===== config.mk =====
export PLATFORM = sky130hd
export DESIGN_NAME = updown_sweep_ctrl
export DESIGN_NICKNAME = d
export VERILOG_FILES = /design/src/rtl/updown_sweep_pkg.sv /design/src/rtl/updown_sweep_ctrl_sweep_counter.sv /design/src/rtl/updown_sweep_ctrl.sv
export SDC_FILE = /design/constraint.sdc
export NUM_CORES = 1
export LEC_CHECK = 0
export CORE_ASPECT_RATIO = 1.1
export CORE_MARGIN = 2
export CORE_UTILIZATION = 41
export DETAILED_ROUTE_END_ITERATION = 8
export PLACE_DENSITY = 0.71
export SLEW_MARGIN = 20
export SYNTH_ARGS = -nofsm -noshare
export SYNTH_HDL_FRONTEND = slang
export SYNTH_SLANG_ARGS = --single-unit

===== constraint.sdc =====
create_clock -name CLK -period 2.7 [get_ports CLK]
set_clock_uncertainty 0.05 [all_clocks]
set_input_delay 0.54 -clock CLK [delete_from_list [all_inputs] [get_ports CLK]]
set_output_delay 0.54 -clock CLK [all_outputs]
set_load 0.01 [all_outputs]

===== src/rtl/updown_sweep_pkg.sv =====
// Shared definitions for the up/down sweep controller: FSM state encoding
// and default counter width / dwell length.
package updown_sweep_pkg;

    localparam int WIDTH_DEF = 4;
    localparam int DWELL_DEF = 2;

    typedef enum logic [1:0] {
        ST_IDLE   = 2'd0,
        ST_UP     = 2'd1,
        ST_DOWN   = 2'd2,
        ST_FINISH = 2'd3
    } sweep_state_e;

endpackage


===== src/rtl/updown_sweep_ctrl_sweep_counter.sv =====
// Up/down counter datapath for the sweep controller. A synchronous load
// has priority over counting. The counter never decides on limits itself;
// the controlling FSM only enables it when a step stays inside the range.
module sweep_counter
    import updown_sweep_pkg::*;
#(
    parameter int WIDTH = WIDTH_DEF
) (
    input  logic             CLK,
    input  logic             RST,
    input  logic             LOAD,
    input  logic [WIDTH-1:0] LOAD_VAL,
    input  logic             EN,
    input  logic             U_D,
    output logic [WIDTH-1:0] CNT
);

    logic [WIDTH-1:0] cnt_r;

    // Counter register: load, step up/down when enabled, otherwise hold.
    always_ff @(posedge CLK or posedge RST) begin
        if (RST) begin
            cnt_r <= {WIDTH{1'b0}};
        end else if (LOAD) begin
            cnt_r <= LOAD_VAL;
        end else if (EN) begin
            cnt_r <= U_D ? (cnt_r + WIDTH'(1)) : (cnt_r - WIDTH'(1));
        end else begin
            cnt_r <= cnt_r;
        end
    end

    assign CNT = cnt_r;

endmodule


===== src/rtl/updown_sweep_ctrl.sv =====
// Up/down sweep controller. On an accepted START it latches the limits,
// mode and direction, then steps the counter between LO and HI, either
// once (single sweep) or back and forth (ping-pong) until STOP.
// Optional build macro UPDOWN_SWEEP_DWELL_EN: when defined, each count
// value is held for DWELL+1 cycles; otherwise the counter steps every cycle.
module updown_sweep_ctrl
    import updown_sweep_pkg::*;
#(
    parameter int WIDTH = WIDTH_DEF,
    parameter int DWELL = DWELL_DEF
) (
    input  logic             CLK,
    input  logic             RST,
    input  logic             START,
    input  logic             STOP,
    input  logic             MODE,
    input  logic             DIR,
    input  logic [WIDTH-1:0] LO,
    input  logic [WIDTH-1:0] HI,
    output logic [WIDTH-1:0] CNT,
    output logic             U_D,
    output logic             BUSY,
    output logic             DONE,
    output logic             ERR
);

    sweep_state_e     state_r;
    logic [WIDTH-1:0] lo_r;
    logic [WIDTH-1:0] hi_r;
    logic             mode_r;
    logic             u_d_r;
    logic             busy_r;
    logic             done_r;
    logic             err_r;

    logic             tick_s;
    logic             accept_s;
    logic             reject_s;
    logic             at_lim_s;
    logic             load_s;
    logic [WIDTH-1:0] load_val_s;
    logic             en_s;
    logic [WIDTH-1:0] cnt_s;

`ifdef UPDOWN_SWEEP_DWELL_EN
    localparam int DWELL_W = (DWELL > 0) ? $clog2(DWELL + 1) : 1;

    logic [DWELL_W-1:0] dwell_r;

    // Dwell counter: restarts on load, on every step tick and whenever idle or stopped.
    always_ff @(posedge CLK or posedge RST) begin
        if (RST) begin
            dwell_r <= {DWELL_W{1'b0}};
        end else if (load_s || STOP || !busy_r || tick_s) begin
            dwell_r <= {DWELL_W{1'b0}};
        end else begin
            dwell_r <= dwell_r + DWELL_W'(1);
        end
    end

    assign tick_s = (dwell_r == DWELL_W'(DWELL));
`else
    logic dwell_unused_s;

    assign dwell_unused_s = (DWELL != 0);
    assign tick_s         = 1'b1;
`endif

    // Start acceptance, limit detection and counter commands for this cycle.
    always_comb begin
        accept_s   = 1'b0;
        reject_s   = 1'b0;
        at_lim_s   = 1'b0;
        load_s     = 1'b0;
        en_s       = 1'b0;
        load_val_s = DIR ? LO : HI;
        case (state_r)
            ST_IDLE: begin
                if (START && !STOP) begin
                    if (LO <= HI) begin
                        accept_s = 1'b1;
                        load_s   = 1'b1;
                    end else begin
                        reject_s = 1'b1;
                    end
                end else begin
                    accept_s = 1'b0;
                end
            end
            ST_UP: begin
                at_lim_s = (cnt_s == hi_r);
                if (!STOP && tick_s && !at_lim_s) begin
                    en_s = 1'b1;
                end else begin
                    en_s = 1'b0;
                end
            end
            ST_DOWN: begin
                at_lim_s = (cnt_s == lo_r);
                if (!STOP && tick_s && !at_lim_s) begin
                    en_s = 1'b1;
                end else begin
                    en_s = 1'b0;
                end
            end
            default: begin
                en_s = 1'b0;
            end
        endcase
    end

    // Sweep FSM with registered direction, busy, done and error outputs.
    always_ff @(posedge CLK or posedge RST) begin
        if (RST) begin
            state_r <= ST_IDLE;
            lo_r    <= {WIDTH{1'b0}};
            hi_r    <= {WIDTH{1'b0}};
            mode_r  <= 1'b0;
            u_d_r   <= 1'b1;
            busy_r  <= 1'b0;
            done_r  <= 1'b0;
            err_r   <= 1'b0;
        end else begin
            done_r <= 1'b0;
            err_r  <= 1'b0;
            case (state_r)
                ST_IDLE: begin
                    if (accept_s) begin
                        lo_r    <= LO;
                        hi_r    <= HI;
                        mode_r  <= MODE;
                        u_d_r   <= DIR;
                        busy_r  <= 1'b1;
                        state_r <= DIR ? ST_UP : ST_DOWN;
                    end else if (reject_s) begin
                        err_r <= 1'b1;
                    end
                end
                ST_UP: begin
                    if (STOP) begin
                        state_r <= ST_IDLE;
                        busy_r  <= 1'b0;
                    end else if (tick_s && at_lim_s) begin
                        if (mode_r) begin
                            state_r <= ST_DOWN;
                            u_d_r   <= 1'b0;
                        end else begin
                            state_r <= ST_FINISH;
                            busy_r  <= 1'b0;
                            done_r  <= 1'b1;
                        end
                    end
                end
                ST_DOWN: begin
                    if (STOP) begin
                        state_r <= ST_IDLE;
                        busy_r  <= 1'b0;
                    end else if (tick_s && at_lim_s) begin
                        if (mode_r) begin
                            state_r <= ST_UP;
                            u_d_r   <= 1'b1;
                        end else begin
                            state_r <= ST_FINISH;
                            busy_r  <= 1'b0;
                            done_r  <= 1'b1;
                        end
                    end
                end
                ST_FINISH: begin
                    state_r <= ST_IDLE;
                end
                default: begin
                    state_r <= ST_IDLE;
                    busy_r  <= 1'b0;
                end
            endcase
        end
    end

    sweep_counter #(
        .WIDTH(WIDTH)
    ) u_counter (
        .CLK     (CLK),
        .RST     (RST),
        .LOAD    (load_s),
        .LOAD_VAL(load_val_s),
        .EN      (en_s),
        .U_D     (u_d_r),
        .CNT     (cnt_s)
    );

    assign CNT  = cnt_s;
    assign U_D  = u_d_r;
    assign BUSY = busy_r;
    assign DONE = done_r;
    assign ERR  = err_r;

endmodule


==> metrics <==
vias in the first global route 1040; Synth Warn # 0; Final Setup Violations 0; Rows 20; Setup crit end kind flip-flop; CTS tree built; synthesized flop and latch total 19; P&R area growth vs syn 25.2%; Data required, critical path 2.84 ns; FF-to-FF Start state_r[1]$_DFFE_PP0P_; WHS Endpoint hi_r[1]$_DFFE_PP0P_; Detailed Routing Iterations Pass 1 4; max_cap viols 0; Remaining DRCs 0; post-DR wirelength/cell 14.4 um; worst skew pair latency 0.31 ns; Synth Cell Area 1250 um^2; max-slew violations 0; H-tree depth 1; post-DP HPWL 2120 um; status finished clean; top-area cell type share of the netlist area 36.1%; total routed wirelength 2680 um; RSZ-0062 raised after global routing no; crit path cell chain clkdlybuf4s50_1, inv_1, ha_1, nor2b_1, or4_4, o211ai_2, nand3_4, a211oi_1, a21oi_1; # diodes 0; placed cell area 1530 um^2; distinct cell type count after synthesis 34; minimum clock period 2.53 ns; hold wc startpoint hi_r[1]$_DFFE_PP0P_; die area 3500 um^2; cts hold-fix bufs 0; total clock buffers created by CTS 3; initial core utilization 44.1%; root buffer cell clkbuf_4; kind of critical path in2reg; Buf+Inv Stages, Crit Path 2; Max VDD drop 0.518 mV; area leader, netlist dfrtp_1; Reg-to-Reg End u_counter.CNT[3]$_DFFE_PP0P_; Worst R2R Path Depth 7; post-synthesis sequential area ratio 38.3%; Synth area leaders dfrtp_1, ha_1, xnor2_1; clock sink total 19; average size of a mapped cell 10.0 um^2; slowest cell on the critical path clkdlybuf4s50_1; final count of hold timing violations 0; Clk pin slew, worst setup/hold paths 0.11 ns; post-route ant nets 0; delay-heaviest family, CP simple AND/OR/NAND/NOR gates; Via-to-Cell Ratio 5.40; crit path from HI[1]; first-pass GRT wire length 4570 um; element type at the critical path start input port; hold path depth 2; post-route design area 1560 um^2; via count 1005; Layout Nets 178; Largest stage delay, worst path 0.48 ns; initial DRC count 9; syn nets 148; RePlAce Congestion 0.850; worst slew pin tran 0.732 ns; I/O pin count 22; PortBufs 21; Post-synth ARST share 100%; maximum number of pins on one net before global-route repair 22; share of post-route cells with drive strength above 1 13.1%; Final Cycle Share 93.8%; gr usage total 17.3%; initial antenna violation count 0; core area 2830 um^2; slew margin rel. 51.1%; GR Overflow Total 0; Crit path arrival time 2.67 ns; Hold Path Class reg2reg; max frequency 395 MHz; crit path max fanout 21; Syn Inst Count 124; Pleak 0.698 nW; Longest Clk Path Bufs 2; setup bufs post-CTS 0; Most used DFF post-synth dfrtp_1; Die Span X 56.6 um; Post-synth EDFFs 0; non-filler cells, final 186; Placed Cells 182; Cell Pwr Density 1060 nW/um^2; Die Span Y 61.8 um; r2r setup slk 0.55 ns
[stage by stage]
stage,total power [mW],hold WS [ns],worst slack [ns],util [%],TNS [ns]
after global placement,1.47,0.436,-0.131,54.2,-1.39
final,1.66,0.483,0.167,55.2,0
after global routing,1.80,0.516,0.0408,55.2,0
after detailed placement,1.51,0.451,-0.181,54.2,-2.09
after floorplan,1.23,0.418,0.474,-,0
after CTS,1.67,0.477,0.135,55.2,0
[cells by family after synthesis]
logic type | share of synthesized area [%]
xor gates and xnor gates | 8.43
muxes | 10.7
AOI/OAI and AO/OA | 14.1
adders and majority gates | 10.6
and+or+nand+nor | 12.7
DFF | 38.3
buffers and inverters | 5.22
[state kept, by name, summed over array words and instances, names as in the netlist]
| signal | cells |
|---|---|
| hi_r | 4 |
| lo_r | 4 |
| state_r | 2 |
| U_D | 1 |
| DONE | 1 |
| ERR | 1 |
| BUSY | 1 |
| mode_r | 1 |
| u_counter.CNT | 4 |
[final cells by class]
class | count | area, um^2
Sequential cell | 19 | 477
Timing Repair Buffer | 29 | 270
Clock buffer | 4 | 26.3
Fill cell | 262 | 1270
Inverter | 11 | 41.3
Tap cell | 33 | 41.3
Multi-Input combinational cell | 90 | 704
[report_power, final]
part	total, mW	switching (mW)	internal (mW)	leakage (nW)
sequential	0.550	0.132	0.419	0.234
combinational	0.957	0.464	0.493	0.450
clock	0.152	0.0940	0.0577	0.0150
total	1.66	0.689	0.969	0.698
[how the worst max path moves through the flow]
stage / endpoint / slack (ns) / cells after the start
floorplan: lo_r[1]$_DFFE_PP0P_ / 0.47 / 8
global placement: lo_r[2]$_DFFE_PP0P_ / -0.13 / 8
detailed placement: state_r[1]$_DFFE_PP0P_ / -0.18 / 9
CTS: state_r[1]$_DFFE_PP0P_ / 0.13 / 9
global route: u_counter.CNT[3]$_DFFE_PP0P_ / 0.04 / 9
finish: u_counter.CNT[1]$_DFFE_PP0P_ / 0.17 / 9
[worst min-delay path, delay by kind of cell (launching register included)]
| family | cells | cell delay (ns) |
|---|---|---|
| and+or+nand+nor | 1 | 0.05 |
| DFF | 1 | 0.39 |
| AOI/OAI and AO/OA | 1 | 0.06 |
[cell usage after synthesis, types with 2 or more instances]
cell type,n
nand2_1,10
mux2i_1,7
nor3_1,3
a21oi_1,8
nand3_1,2
o221ai_1,4
o21ai_0,7
ha_1,9
nor2_1,5
a211oi_1,3
clkbuf_1,2
mux2_2,3
xnor2_1,11
inv_1,11
mux2_4,2
dfrtp_1,18
nor2b_1,2
[per-layer routing]
metal  vias up  track usage [%]  wire (um)
li1        497                -          -
met1       473             21.0       1150
met2        26             29.2       1340
met3         9             2.69        101
met4         0             11.6         99
met5         -                0          0
[cells in the final DEF (no fill, tap or decap), drive strengths merged, types with 2 or more instances in the layout]
master / count
a211oi: 3
nor2b: 2
a21oi: 8
clkbuf: 4
clkdlybuf4s50: 21
o221ai: 4
o21ai: 7
mux2: 5
nand3: 3
dfrtp: 18
inv: 11
ha: 9
mux2i: 7
nand2: 10
nor3: 3
xnor2: 11
buf: 8
nor2: 5
[repair_timing]
action	in CTS	in global routing
endpoints found under the hold margin	0	0
endpoints found under the setup margin	0	1
gates resized for setup	0	1
Power figures use the tool's default switching activity.
